--- src/rtl/pong_pkg.sv ---
// Shared definitions for the Pong set-score front end: state encoding,
// score width and the default timing constants for a 100 MHz clock.
package pong_pkg;

    typedef enum logic {
        SETUP = 1'b0,
        PLAY  = 1'b1
    } state_e;

    localparam int SCORE_W = 5;

    localparam int DEF_MIN_SCORE     = 1;
    localparam int DEF_MAX_SCORE     = 21;
    localparam int DEF_DEFAULT_SCORE = 5;

    localparam int DEF_DEBOUNCE      = 1_000_000;
    localparam int DEF_REPEAT_DELAY  = 50_000_000;
    localparam int DEF_REPEAT_PERIOD = 15_000_000;

endpackage

--- src/rtl/btn_conditioner.sv ---
// One push-button front end: 2-flop synchroniser, debounce counter, rising-edge
// step pulse and optional hold-to-repeat. step_o is a registered one-cycle pulse.
module btn_conditioner
    import pong_pkg::*;
#(
    parameter int DEBOUNCE      = DEF_DEBOUNCE,
    parameter bit REPEAT_EN     = 1'b1,
    parameter int REPEAT_DELAY  = DEF_REPEAT_DELAY,
    parameter int REPEAT_PERIOD = DEF_REPEAT_PERIOD
) (
    input  logic clk,
    input  logic reset,
    input  logic btn_i,
    input  logic rearm_i,
    output logic step_o
);

    localparam int RPT_MAX = (REPEAT_DELAY > REPEAT_PERIOD) ? REPEAT_DELAY : REPEAT_PERIOD;
    localparam int DB_W    = $clog2(DEBOUNCE) + 1;
    localparam int RPT_W   = $clog2(RPT_MAX) + 1;

    localparam logic [DB_W-1:0]  DB_LAST     = DB_W'(DEBOUNCE - 1);
    localparam logic [RPT_W-1:0] DELAY_LAST  = RPT_W'(REPEAT_DELAY - 1);
    localparam logic [RPT_W-1:0] PERIOD_LAST = RPT_W'(REPEAT_PERIOD - 1);

    logic             sync1_q, sync1_d;
    logic             sync2_q, sync2_d;
    logic             db_q, db_d;
    logic [DB_W-1:0]  db_cnt_q, db_cnt_d;
    logic [RPT_W-1:0] rpt_cnt_q, rpt_cnt_d;
    logic             rpt_phase_q, rpt_phase_d;
    logic             muted_q, muted_d;
    logic             step_q, step_d;

    always_comb begin
        sync1_d     = btn_i;
        sync2_d     = sync1_q;
        db_d        = db_q;
        db_cnt_d    = '0;
        rpt_cnt_d   = rpt_cnt_q;
        rpt_phase_d = rpt_phase_q;
        step_d      = 1'b0;

        if (sync2_q != db_q) begin
            if (db_cnt_q == DB_LAST) begin
                db_d   = sync2_q;
                step_d = sync2_q;
            end else begin
                db_cnt_d = db_cnt_q + 1'b1;
            end
        end

        // Repeat timing restarts from zero on the cycle the level first goes high.
        if (!db_q) begin
            rpt_cnt_d   = '0;
            rpt_phase_d = 1'b0;
        end else if (REPEAT_EN) begin
            if (rpt_cnt_q == (rpt_phase_q ? PERIOD_LAST : DELAY_LAST)) begin
                rpt_cnt_d   = '0;
                rpt_phase_d = 1'b1;
                step_d      = !(muted_q || rearm_i);
            end else begin
                rpt_cnt_d = rpt_cnt_q + 1'b1;
            end
        end

        // A button held through a state change stays silent until released.
        muted_d = db_q && (muted_q || rearm_i);
    end

    always_ff @(posedge clk) begin
        if (reset) begin
            sync1_q     <= 1'b0;
            sync2_q     <= 1'b0;
            db_q        <= 1'b0;
            db_cnt_q    <= '0;
            rpt_cnt_q   <= '0;
            rpt_phase_q <= 1'b0;
            muted_q     <= 1'b0;
            step_q      <= 1'b0;
        end else begin
            sync1_q     <= sync1_d;
            sync2_q     <= sync2_d;
            db_q        <= db_d;
            db_cnt_q    <= db_cnt_d;
            rpt_cnt_q   <= rpt_cnt_d;
            rpt_phase_q <= rpt_phase_d;
            muted_q     <= muted_d;
            step_q      <= step_d;
        end
    end

    assign step_o = step_q;

endmodule

--- src/rtl/setscore_ctrl.sv ---
// SET SCORE screen sequencer: conditions up/down/ok, keeps the target score in
// [MIN_SCORE, MAX_SCORE] with wrap-around, and steps SETUP <-> PLAY.
module setscore_ctrl
    import pong_pkg::*;
#(
    parameter int MIN_SCORE     = DEF_MIN_SCORE,
    parameter int MAX_SCORE     = DEF_MAX_SCORE,
    parameter int DEFAULT_SCORE = DEF_DEFAULT_SCORE,
    parameter int DEBOUNCE      = DEF_DEBOUNCE,
    parameter int REPEAT_DELAY  = DEF_REPEAT_DELAY,
    parameter int REPEAT_PERIOD = DEF_REPEAT_PERIOD
) (
    input  logic               clk,
    input  logic               reset,
    input  logic               btn_up,
    input  logic               btn_down,
    input  logic               btn_ok,
    input  logic               game_over,
    output logic [SCORE_W-1:0] target_score,
    output logic               show_setscore,
    output logic               in_play,
    output logic               game_start
);

    localparam logic [SCORE_W-1:0] MIN_S = SCORE_W'(MIN_SCORE);
    localparam logic [SCORE_W-1:0] MAX_S = SCORE_W'(MAX_SCORE);
    localparam logic [SCORE_W-1:0] DEF_S = SCORE_W'(DEFAULT_SCORE);

    state_e             state_q, state_d;
    logic [SCORE_W-1:0] score_q, score_d;
    logic               show_q, show_d;
    logic               play_q, play_d;
    logic               start_q, start_d;
    logic               up_step, down_step, ok_step;
    logic               rearm;

    btn_conditioner #(
        .DEBOUNCE     (DEBOUNCE),
        .REPEAT_EN    (1'b1),
        .REPEAT_DELAY (REPEAT_DELAY),
        .REPEAT_PERIOD(REPEAT_PERIOD)
    ) u_up (
        .clk    (clk),
        .reset  (reset),
        .btn_i  (btn_up),
        .rearm_i(rearm),
        .step_o (up_step)
    );

    btn_conditioner #(
        .DEBOUNCE     (DEBOUNCE),
        .REPEAT_EN    (1'b1),
        .REPEAT_DELAY (REPEAT_DELAY),
        .REPEAT_PERIOD(REPEAT_PERIOD)
    ) u_down (
        .clk    (clk),
        .reset  (reset),
        .btn_i  (btn_down),
        .rearm_i(rearm),
        .step_o (down_step)
    );

    btn_conditioner #(
        .DEBOUNCE     (DEBOUNCE),
        .REPEAT_EN    (1'b0),
        .REPEAT_DELAY (REPEAT_DELAY),
        .REPEAT_PERIOD(REPEAT_PERIOD)
    ) u_ok (
        .clk    (clk),
        .reset  (reset),
        .btn_i  (btn_ok),
        .rearm_i(rearm),
        .step_o (ok_step)
    );

    always_comb begin
        state_d = state_q;
        score_d = score_q;
        start_d = 1'b0;

        case (state_q)
            SETUP: begin
                if (ok_step) begin
                    state_d = PLAY;
                    start_d = 1'b1;
                end else if (up_step && !down_step) begin
                    score_d = (score_q >= MAX_S) ? MIN_S : score_q + 1'b1;
                end else if (down_step && !up_step) begin
                    score_d = (score_q <= MIN_S) ? MAX_S : score_q - 1'b1;
                end
            end
            PLAY: begin
                if (game_over) begin
                    state_d = SETUP;
                end
            end
            default: state_d = SETUP;
        endcase

        show_d = (state_d == SETUP);
        play_d = (state_d == PLAY);
        rearm  = (state_d != state_q);
    end

    always_ff @(posedge clk) begin
        if (reset) begin
            state_q <= SETUP;
            score_q <= DEF_S;
            show_q  <= 1'b1;
            play_q  <= 1'b0;
            start_q <= 1'b0;
        end else begin
            state_q <= state_d;
            score_q <= score_d;
            show_q  <= show_d;
            play_q  <= play_d;
            start_q <= start_d;
        end
    end

    assign target_score  = score_q;
    assign show_setscore = show_q;
    assign in_play       = play_q;
    assign game_start    = start_q;

endmodule

--- config.mk ---
export PLATFORM = sky130hd
export DESIGN_NAME = setscore_ctrl
export DESIGN_NICKNAME = d
export VERILOG_FILES = /design/src/rtl/pong_pkg.sv /design/src/rtl/btn_conditioner.sv /design/src/rtl/setscore_ctrl.sv
export SDC_FILE = /design/constraint.sdc
export NUM_CORES = 1
export LEC_CHECK = 0
export CORE_ASPECT_RATIO = 0.6
export CORE_MARGIN = 2
export CORE_UTILIZATION = 55
export DETAILED_ROUTE_END_ITERATION = 12
export MAX_ROUTING_LAYER = met4
export PLACE_DENSITY = 0.72
export RECOVER_POWER = 25
export SYNTH_ARGS = -nofsm -noshare
export SYNTH_HDL_FRONTEND = slang
export SYNTH_SLANG_ARGS = --single-unit
--- constraint.sdc ---
create_clock -name clk -period 2.6 [get_ports clk]
set_input_delay 0.26 -clock clk [delete_from_list [all_inputs] [get_ports clk]]
set_output_delay 0.26 -clock clk [all_outputs]
set_load 0.02 [all_outputs]
Word-level counts from Yosys, hierarchy flattened
Cells that the tools add are included.
{"block": "word_totals", "output_inout_bits": 8, "in_bits": 6, "register_bits": 141, "elab_cells": 93}
{"block": "classes", "reduce_logical": 24, "n_lt_le_gt_ge": 2, "n_eq_ne": 9, "n_addsub": 7, "muxes": 17, "bitwise": 9}
{"cell": "21-bit by 1-bit adder with 21-bit output, second input constant", "n": 3}
{"cell": "21-bit by 20-bit == test with 1-bit output, second input constant", "n": 3}
{"cell": "27-bit by 1-bit adder with 27-bit output, second input constant", "n": 2}
{"cell": "27-bit == test", "n": 2}
{"cell": "26-bit two-way mux", "n": 2}
{"cell": "5-bit two-way mux", "n": 4}
{"cell": "3-bit OR reduction", "n": 6}
{"cell": "1-bit two-way mux", "n": 10}
{"cell": "1-bit NOT", "n": 9}
{"cell": "2-bit AND reduction", "n": 3}
{"cell": "2-bit OR reduction", "n": 3}
{"cell": "5-bit by 1-bit adder with 5-bit output, second input constant", "n": 1}
{"cell": "5-bit >= comparator, second input constant", "n": 1}
{"cell": "5-bit by 1-bit less-or-equal comparator with 1-bit output, second input constant", "n": 1}
{"cell": "5-bit by 1-bit subtractor with 5-bit output, second input constant", "n": 1}
{"cell": "1-bit logical AND", "n": 4}
{"cell": "1-bit zero test", "n": 4}
{"cell": "1-bit inequality test", "n": 4}
{"cell": "3-bit AND reduction", "n": 1}
{"cell": "1-bit logical OR", "n": 2}
{"cell": "1-bit one-hot mux with 2 select lines", "n": 1}
{"cell": "2-bit nonzero test", "n": 1}

Logic depth before layout (Yosys ltp)
Gate-level depths: netlist (run 1).
{"block": "depth", "depth_word": 7, "mapped_depth": 8, "depth_no_buf": 6}

Modules after synthesis
Synthesis (run 1) repeated with hierarchy kept, for this count alone.
{"block": "hier_totals", "cells_unflattened": 762, "hier_area_um2": 6723.9}
{"module": "btn_conditioner at u_down ...", "instances": 2, "seq_area_each_um2": 1081.0, "area_each_um2": 2506.2, "cells_per_inst": 282}
{"module": "btn_conditioner at u_ok", "instances": 1, "seq_area_each_um2": 500.5, "area_each_um2": 1147.4, "cells_per_inst": 125}
{"module": "setscore_ctrl", "instances": 1, "seq_area_each_um2": 160.2, "area_each_um2": 564.3, "cells_per_inst": 73}

Worst setup path before layout (run 1)
Ideal clock, no wire load.
{"block": "synth_timing", "kind": "register to register", "start": "reg u_down.rpt_cnt_q[0]", "end": "reg u_down.rpt_cnt_q[2]", "required_ps": 2465, "arrival_ps": 1868, "setup_ps": 135, "setup_slack_ps": 597, "n_path_buf": 2, "path_stages_with_launch": 8, "period_less_slack_ps": 2003, "cell_sequence": "dfxtp_1 ha_1 and4_2 clkbuf_2 nand2_1 nor4_2 buf_2 nor3_1"}
{"block": "synth_via", "elab_chain_cells": 2, "word_cells_on_any_way": 3, "cone_classes": "add/sub: 1; eq/ne: 1; reduce/logical: 1"}
{"element": "from (decl)", "line_no": "btn_conditioner.sv:30", "source": "logic [RPT_W-1:0] rpt_cnt_q, rpt_cnt_d;"}
{"element": "from (signal assigned)", "line_no": "btn_conditioner.sv:86", "source": "rpt_cnt_q <= rpt_cnt_d;"}
{"element": "parallel branches: the longest is 2 deep, another holds 27-bit by 1-bit adder with 27-bit output"}
Parallel ways; which one is timed is not known.
A chain may end at the register's enable or synchronous reset.

Final worst setup path (run 1)
{"block": "layout_timing", "start": "reg u_up.rpt_cnt_q[11]", "end": "reg u_up.rpt_cnt_q[13]"}
{"block": "layout_via", "elab_chain_cells": 2, "word_cells_on_any_way": 3, "cone_classes": "add/sub: 1; eq/ne: 1; reduce/logical: 1"}
{"element": "from (decl)", "line_no": "btn_conditioner.sv:30"}
{"element": "from (signal assigned)", "line_no": "btn_conditioner.sv:86"}
{"element": "parallel branches: the longest is 2 deep, another holds 27-bit by 1-bit adder with 27-bit output"}
Parallel ways; which one is timed is not known.

==> impl_metrics.tcl, run 1 <==
set metrics [dict create \
    status "complete, no violations" \
    rsz0062_at_grt "no" \
    startpoint "u_up.rpt_cnt_q[11]" \
    ys_types 65 \
    tightest_slew_ns 0.755 \
    slowest_delay_ns 0.55 \
    fmax_ghz 0.456 \
    worstHoldStart "btn_ok" \
    finalSetupViolCount 0 \
    netlist_top_cells_area "dfxtp_1, xor2_1, nand4_1" \
    final_cells 958 \
    netlist.area_leader.share 0.421 \
    hold_viol 0 \
    synthMuxAreaShare 0.00149 \
    ys.flop_type "dfxtp_1" \
    core_sq_um 12000 \
    synth_compound_area_frac 0.128 \
    switchingPower_uw 913 \
    yosys_warnings 0 \
    async_reset_ff_frac 0 \
    viasPerCell 6.09 \
    ios 14 \
    grt_pass1_wl_microns 24800 \
    die_w_microns 147 \
    cts_buffers 17 \
    cts_root_buffer "clkbuf_16" \
    hp-class "in2reg" \
    fin_crit_ns 2.19 \
    grt-ovfl-total 0 \
    p_seq_frac 0.485 \
    synthToLayoutAreaGrowth_pct 12.6 \
    max_cap_violations 0 \
    drtPass1Iterations 5 \
    cp_data_arrival_time_ns 2.46 \
    p_int_mw 3.56 \
    worstSetupPathType "reg2reg" \
    fin_worst_skew_ns 0.00820 \
    cp.required_ns 2.87 \
    cp-end-kind "register" \
    utilization 0.630 \
    sw_frac_of_total 0.204 \
    cp_max_fo 10 \
    seq_area_frac_synth 0.421 \
    r2r_start "u_up.rpt_cnt_q[11]" \
    cts_tree "built" \
    p_clk_frac 0.508 \
    synth-adder-area-share 0.0168 \
    wl_per_cell_microns 15.3 \
    grt_max_degree 31 \
    antenna_found_initial 0 \
    reg2reg_depth 5 \
    finalWirelength_microns 14600 \
    synth_top_family_by_area "simple AND/OR/NAND/NOR gates" \
    syn_area_per_cell_sq_um 8.70 \
    yosys.area_share.simple 0.310 \
    synth_cells 771 \
    ctsResizeCount 0 \
    p_per_area_nw_per_um2 593 \
    via_count 5833 \
    syn_area_sq_um 6710 \
    track_usage 0.238 \
    place.detailed.hpwl_microns 10100 \
    drt_iter0_markers 505 \
    clkSinkCount 141 \
    relSlewSlack 0.490 \
    synth_nets 786 \
    gp_congestion 0.833 \
    slew_viol_final 0 \
    cts_hold_buf 0 \
    synth-edff-count 0 \
    path_cells "or4_1, a2111oi_0, o2111a_1, buf_4, nor3_1" \
    synth_top_area_cell "dfxtp_1" \
    finalSetupTns_ns 0 \
    path_buf_inv 1 \
    htree_levels 4 \
    io_buffer_count 13 \
    nets 795 \
    start_util 0.560 \
    clkTransAtPathRegs_ns 0.06 \
    dp.cells 926 \
    antennaDiodeCount 0 \
    synthXorXnorAreaFrac 0.0875 \
    ys_ff_latch 141 \
    hold_depth 2 \
    critical-path-top-delay-family "compound AO/OA/AOI/OAI gates" \
    clk_latency_ns 0.41 \
    die_h_microns 89.6 \
    grt_pass1_vias 5316 \
    p_comb_frac 0.008 \
    worstReg2RegEnd "u_up.rpt_cnt_q[13]" \
    cts_setup_buffers 0 \
    clk_path_buf_depth 2 \
    peakVddDrop_mv 0.393 \
    std_cell_rows 31 \
    period_share 0.844 \
    slowest_stage "or4_1" \
    dieArea_sq_um 13100 \
    drive_gt1_frac 0.0807 \
    start_kind "register" \
    drc 0 \
    whs_endpoint "u_ok.sync1_q" \
    ff2ff_setup_slack_ns 0.41 \
    ant_nets 0 \
    fillers 999 \
    leakage_nw 2.28 \
]
-- power groups by stage --
| stage | sequential [mW] | combinational (mW) | clock (mW) |
|---|---|---|---|
| after floorplan | 2.22 | 0.0194 | 0 |
| after global placement | 2.22 | 0.0352 | 0 |
| after detailed placement | 2.22 | 0.0366 | 0 |
| after CTS | 2.17 | 0.0368 | 2.31 |
| after global routing | 2.17 | 0.0382 | 2.42 |
| final | 2.17 | 0.0345 | 2.27 |
-- stage by stage --
step	setup slack [ns]	hold slack, ns	power, mW	area [sq um]
2_1_floorplan	0.597	0.388	2.24	6710
3_3_place_gp	0.574	0.423	2.25	7010
3_5_place_dp	0.473	0.427	2.25	7010
4_1_cts	0.463	0.403	4.52	7570
5_1_grt	0.234	0.418	4.63	7550
6_report	0.406	0.409	4.48	7550
-- cells by family after synthesis --
kind of cell	count (synthesis)
AO/OA/AOI/OAI	127
XOR/XNOR	67
adder cells (fa/ha/maj)	9
buffers and inverters	58
flip-flops	141
multiplexers	1
AND/OR/NAND/NOR	368
-- worst max-delay path by stage --
stage	endpoint	slack, ns	depth (start not counted)
CTS	u_up.rpt_cnt_q[13]	0.46	5
global placement	u_up.rpt_cnt_q[13]	0.57	5
global route	u_up.rpt_cnt_q[19]	0.23	5
floorplan	u_down.rpt_cnt_q[2]	0.60	7
finish	u_up.rpt_cnt_q[13]	0.41	5
detailed placement	u_up.rpt_cnt_q[13]	0.47	5
-- area by class of cell --
cell class,instances,area (sq um),area share
multi-input cells,572,3660,0.485
flip-flops and latches,141,2820,0.374
clock buffers,21,470,0.0623
repair buffers,28,226,0.0300
well taps,165,206,0.0273
clock inverters,11,92.6,0.0123
inverters,20,75.1,0.00994
-- registers in the layout, indices dropped and copies added (netlist names), 5 cells and up --
name,flops
u_ok.db_cnt_q,21
u_down.db_cnt_q,21
u_up.db_cnt_q,21
u_down.rpt_cnt_q,27
u_up.rpt_cnt_q,27
target_score,5
-- placed cells by master, fill, tap and decap left out, drive strengths merged, types with 9 or more instances in the layout --
master    n
xnor2    28
inv      20
ha        9
a21oi    25
buf      10
and4     11
or4      33
and3     15
o31ai    22
dfxtp   141
nor4     12
nand3    45
xor2     39
or3      26
nand4    43
nor3     35
o21ai    29
nor2     66
a211oi   27
nand2    38
clkbuf   26
-- cell usage after synthesis (3+ instances only) --
master / instances
nand4_1: 43
xnor2_1: 28
nor2b_1: 8
a211oi_2: 3
nor2_1: 66
o31ai_1: 22
nor4b_1: 4
nor4_1: 11
a21oi_1: 25
o21ai_0: 28
a31o_2: 3
and3_1: 15
nand2_1: 38
nand2b_1: 6
or2_2: 4
inv_1: 20
clkbuf_1: 25
xor2_1: 39
ha_1: 9
nor3b_1: 4
a211oi_1: 24
and2_1: 7
dfxtp_1: 141
or3_1: 25
and4_1: 10
buf_2: 9
nor3_1: 35
or4_1: 32
nand3_1: 44
-- layer usage --
layer	global-route usage	vias up	routed length [microns]
met4	0.0733	0	106
met3	0.0480	16	708
met5	-	-	0
met2	0.382	141	6760
li1	-	2889	-
met1	0.307	2787	7070
No activity file was read; power rests on OpenSTA's default activity.
==> run 2: changes to the inputs <==
==> constraint.sdc (replaced) <==
create_clock -name clk -period 2.05 [get_ports clk]
set_input_delay 0.205 -clock clk [delete_from_list [all_inputs] [get_ports clk]]
set_output_delay 0.205 -clock clk [all_outputs]
set_load 0.02 [all_outputs]
==> run 2 against run 1 <==
Net effect:
- die area stayed put
- sequential power grew 27%
- via count grew 2.6%
- flip-flop and latch count did not move
- sequential share of layout area decreased by 2.0 points
- worst hold slack worse by 0.019 ns
- count of clock-buffer cells in the layout down 4
- register-to-register slack got worse by 0.37 ns
- power is 36% higher
- clock skew rose by 0.0049 ns
- critical path depth did not move
- setup slack worse by 0.37 ns
- largest cell class unchanged
==> impl_metrics.tcl, run 2 (synthesis results as in run 1) <==
set metrics [dict create \
    drc 0 \
    drt_iter0_markers 538 \
    reg2reg_depth 5 \
    slew_viol_final 0 \
    ant_nets 0 \
    clkSinkCount 141 \
    top_layer "met4" \
    finalInstanceArea_sq_um 8000 \
    synthToLayoutAreaGrowth_pct 19.2 \
    ios 14 \
    layout_common_cells "dfxtp_1, nor2_1, nand4_1" \
    viasPerCell 6.03 \
    wl_per_cell_microns 15.3 \
    die_h_microns 89.6 \
    max_cap_violations 0 \
    hold_viol 0 \
    die_w_microns 147 \
    power_mw 6.09 \
    rsz0062_at_grt "yes" \
    tightest_slew_ns 0.543 \
    grt_pass1_vias 5336 \
    reg_top3 "u_down.rpt_cnt_q (27), u_up.rpt_cnt_q (27)" \
    finalSetupTns_ns 0 \
    nets 829 \
    r2r_start "u_ok.db_cnt_q[12]" \
    start_kind "register" \
    drive_gt1_frac 0.138 \
    io_buffer_count 13 \
    relSlewSlack 0.635 \
    via_count 5985 \
    drtPass1Iterations 5 \
    startpoint "u_ok.db_cnt_q[12]" \
    clk_latency_ns 0.42 \
    start_util 0.560 \
    htree_levels 4 \
    fin_worst_skew_ns 0.0131 \
    worstSetupPathType "reg2reg" \
    grt-ovfl-total 0 \
    utilization 0.667 \
    antenna_found_initial 0 \
    worstReg2RegEnd "u_ok.db_cnt_q[0]" \
    fin_crit_ns 2.01 \
    std_cell_rows 31 \
    drt-met1-wl_microns 7450 \
    cp-endpoint "u_ok.db_cnt_q[0]" \
    cp_max_fo 6 \
    dr_wl_met2_microns 6940 \
    finalSetupViolCount 0 \
    core_sq_um 12000 \
    status "complete, no violations" \
    cp-end-kind "register" \
    fmax_ghz 0.497 \
    dieArea_sq_um 13100 \
    hold_ws_ns 0.390 \
    grt_pass1_wl_microns 25200 \
    wl_met3_microns 660 \
    antennaDiodeCount 0 \
    period_share 0.982 \
    cts_buffers 17 \
    place.detailed.hpwl_microns 10400 \
    cp.required_ns 2.35 \
    leakage_nw 2.50 \
    gp_congestion 0.890 \
    cp_data_arrival_time_ns 2.31 \
    track_usage 0.242 \
    p_per_area_nw_per_um2 761 \
    ff2ff_setup_slack_ns 0.04 \
    peakVddDrop_mv 0.531 \
    cts_tree "built" \
    place_area_sq_um 7260 \
    final_common_cell "dfxtp_1" \
    cts_root_buffer "clkbuf_16" \
    clkTransAtPathRegs_ns 0.06 \
    clk_path_buf_depth 2 \
    finalWirelength_microns 15200 \
    grt_max_degree 32 \
    hp-class "in2reg" \
]
==> run 2: critical path, stage by stage, from the launching register on <==
cell and delay (ns):
dfxtp_1 0.31, or4_4 0.53, or4_4 0.58, o21ai_4 0.24
buf_4 0.20, nor2_1 0.05
==> run 2: routing by layer <==
| layer | GRT usage | up-vias |
|---|---|---|
| met1 | 0.320 | 2866 |
| met3 | 0.0474 | 13 |
| li1 | - | 2962 |
| met2 | 0.386 | 144 |
| met4 | 0.0635 | 0 |
| met5 | - | - |
==> run 2: final cells by class <==
| type | count | area (sq um) |
|---|---|---|
| clock buffer | 17 | 425 |
| clock inverter | 15 | 211 |
| sequential | 141 | 2830 |
| multi-input combinational | 572 | 3700 |
| fill | 973 | 3990 |
| timing repair buffer | 62 | 543 |
| tap | 165 | 206 |
| inverter | 20 | 75.1 |
==> run 2: what timing repair did <==
action                     in CTS  in global routing
setup buffers                   0                  3
gates resized for setup         0                 25
setup endpoints to repair       0                 57
hold buffers                    0                  0
==> run 2: through the flow <==
step | instances | setup slack (ns)
6_report | 992 | 0.0362
5_1_grt | 992 | -0.00343
4_1_cts | 987 | 0.0107
3_5_place_dp | 955 | 0.0353
3_3_place_gp | 955 | 0.108
2_1_floorplan | 771 | 0.0471
==> run 2: how the worst min path moves through the flow <==
stage	from	to	slack (ns)	cells past startpoint
floorplan	btn_down	u_down.sync1_q	0.33	1
global placement	u_ok.sync1_q	u_ok.sync2_q	0.42	1
detailed placement	u_ok.sync1_q	u_ok.sync2_q	0.43	1
CTS	btn_ok	u_ok.sync1_q	0.38	2
global route	btn_ok	u_ok.sync1_q	0.38	2
finish	btn_ok	u_ok.sync1_q	0.39	2
==> run 2: where the power goes <==
group	switching (mW)	internal, mW
clock network	1.23	2.06
registers	0.00454	2.75
logic	0.0261	0.0226
total	1.26	4.82
==> run 3: changes to the inputs <==
--- a/config.mk
+++ b/config.mk
@@ -9,9 +9,9 @@
 export CORE_MARGIN = 2
 export CORE_UTILIZATION = 55
 export DETAILED_ROUTE_END_ITERATION = 12
-export MAX_ROUTING_LAYER = met4
 export PLACE_DENSITY = 0.72
 export RECOVER_POWER = 25
+export SKIP_LAST_GASP = 1
 export SYNTH_ARGS = -nofsm -noshare
 export SYNTH_HDL_FRONTEND = slang
 export SYNTH_SLANG_ARGS = --single-unit
==> run 3 against run 2 <==
Net effect:
- wire length is 0.34% lower
- clock skew about the same
- non-clock buffer count is the same
- sequential share of layout area hardly changed
- cell count unchanged
- count of clock-buffer cells in the layout unchanged
- die area stayed put
- setup slack worse by 0.0016 ns
- clock power about the same
- via count fell by 0.62%
- design area barely moved
- register-to-register slack about the same
==> impl_metrics.tcl, run 3 (synthesis results as in run 1) <==
set metrics [dict create \
    status "complete, no violations" \
    ant_nets 0 \
    r2r_start "u_ok.db_cnt_q[12]" \
    die_h_microns 89.6 \
    worstReg2RegEnd "u_ok.db_cnt_q[0]" \
    clkTransAtPathRegs_ns 0.06 \
    layout_common_cells "dfxtp_1, nor2_1, nand4_1" \
    p_int_mw 4.82 \
    finalSetupViolCount 0 \
    ios 14 \
    nets 829 \
    drtPass1Iterations 4 \
    grt-ovfl-total 0 \
    slew_viol_final 0 \
    via_count 5948 \
    synthToLayoutAreaGrowth_pct 19.1 \
    finalSetupTns_ns 0 \
    drive_gt1_frac 0.135 \
    core_sq_um 12000 \
    cp_data_arrival_time_ns 2.32 \
    period_share 0.983 \
    drc 0 \
    clk_latency_ns 0.42 \
    track_usage 0.235 \
    start_util 0.560 \
    reg_top3 "u_down.rpt_cnt_q (27), u_up.rpt_cnt_q (27)" \
    p_per_area_nw_per_um2 762 \
    ff2ff_setup_slack_ns 0.03 \
    max_cap_violations 0 \
    rsz0062_at_grt "yes" \
    cts_tree "built" \
    grt_max_degree 32 \
    std_cell_rows 31 \
    sw_frac_of_total 0.207 \
    start_kind "register" \
    p_clk_frac 0.540 \
    relSlewSlack 0.621 \
    clk_path_buf_depth 2 \
    tightest_slew_ns 0.564 \
    grt_pass1_vias 5355 \
    dpl_worst_slack_ns 0.0353 \
    fillers 972 \
    worstHoldStart "btn_ok" \
    htree_levels 4 \
    drt_iter0_markers 532 \
    hold_depth 2 \
    antennaDiodeCount 0 \
    grt_pass1_wl_microns 25200 \
    fmax_ghz 0.496 \
    cp_max_fo 6 \
    cp.required_ns 2.35 \
    place.detailed.hpwl_microns 10400 \
    die_w_microns 147 \
    leakage_nw 2.50 \
    p_seq_frac 0.452 \
    fin_crit_ns 2.02 \
    p_comb_frac 0.008 \
    hold_viol 0 \
    reg2reg_depth 5 \
    switchingPower_mw 1.26 \
    hp-class "in2reg" \
    cts_root_buffer "clkbuf_16" \
    final.setup.worst_slack_ns 0.0346 \
    worstSetupPathType "reg2reg" \
    final_common_cell "dfxtp_1" \
    wl_per_cell_microns 15.2 \
    antenna_found_initial 0 \
    viasPerCell 6.00 \
    dieArea_sq_um 13100 \
    finalWirelength_microns 15100 \
    fin_worst_skew_ns 0.0126 \
    io_buffer_count 13 \
    cp-end-kind "register" \
    gp_congestion 0.875 \
    cts_buffers 17 \
    whs_endpoint "u_ok.sync1_q" \
    peakVddDrop_mv 0.538 \
    clkSinkCount 141 \
]
## run 3: power by group through the flow
| stage | logic (mW) | clock network, mW | registers [mW] |
|---|---|---|---|
| global placement | 0.0471 | 0 | 2.81 |
| CTS | 0.0482 | 3.34 | 2.75 |
| floorplan | 0.0245 | 0 | 2.81 |
| finish | 0.0485 | 3.29 | 2.75 |
| detailed placement | 0.0480 | 0 | 2.81 |
| global route | 0.0528 | 3.47 | 2.75 |
## run 3: worst max-delay path by stage
stage	slack, ns	cells after the start	start	end
2_1_floorplan	0.05	7	u_down.rpt_cnt_q[0]	u_down.rpt_cnt_q[2]
3_3_place_gp	0.11	5	u_ok.db_cnt_q[12]	u_ok.db_cnt_q[13]
3_5_place_dp	0.04	5	u_ok.db_cnt_q[12]	u_ok.db_cnt_q[4]
4_1_cts	0.01	5	u_ok.db_cnt_q[12]	u_ok.db_cnt_q[14]
5_1_grt	-0.009	4	u_down.rpt_cnt_q[0]	u_down.rpt_cnt_q[23]
6_report	0.03	5	u_ok.db_cnt_q[12]	u_ok.db_cnt_q[0]
## run 3: layout make-up
type | count | area (sq um) | share of cell area
clock inverter | 15 | 211 | 0.0265
timing repair buffer | 62 | 543 | 0.0680
inverter | 20 | 75.1 | 0.00940
clock buffer | 17 | 425 | 0.0532
tap | 165 | 206 | 0.0258
multi-input combinational | 572 | 3700 | 0.463
sequential | 141 | 2830 | 0.354
## run 3: stage by stage
step	cell area, sq um	power, mW	hold WS (ns)	cells	utilization
floorplan	6710	2.84	0.333	771	-
global placement	7260	2.86	0.423	955	0.606
detailed placement	7260	2.86	0.430	955	0.606
CTS	7900	6.14	0.376	987	0.659
global route	7990	6.27	0.383	992	0.667
finish	7990	6.09	0.392	992	0.667
## run 3: worst max-delay path, stage by stage (launching register included)
cell,delay (ns)
dfxtp_1,0.31
or4_4,0.53
or4_4,0.58
o21ai_4,0.24
buf_4,0.20
nor2_1,0.05
## run 3: layer usage
layer / up-vias / GRT usage / wire length, microns
li1: 2961 / - / -
met1: 2855 / 0.320 / 7500
met2: 123 / 0.386 / 6870
met3: 9 / 0.0490 / 641
met4: 0 / 0.0635 / 111
met5: - / 0 / 0
## run 3: timing repair
action                                  in CTS  in global routing
endpoints found under the setup margin       0                 58
hold buffers                                 0                  0
setup buffers                                0                  3
resized for setup                            0                 24
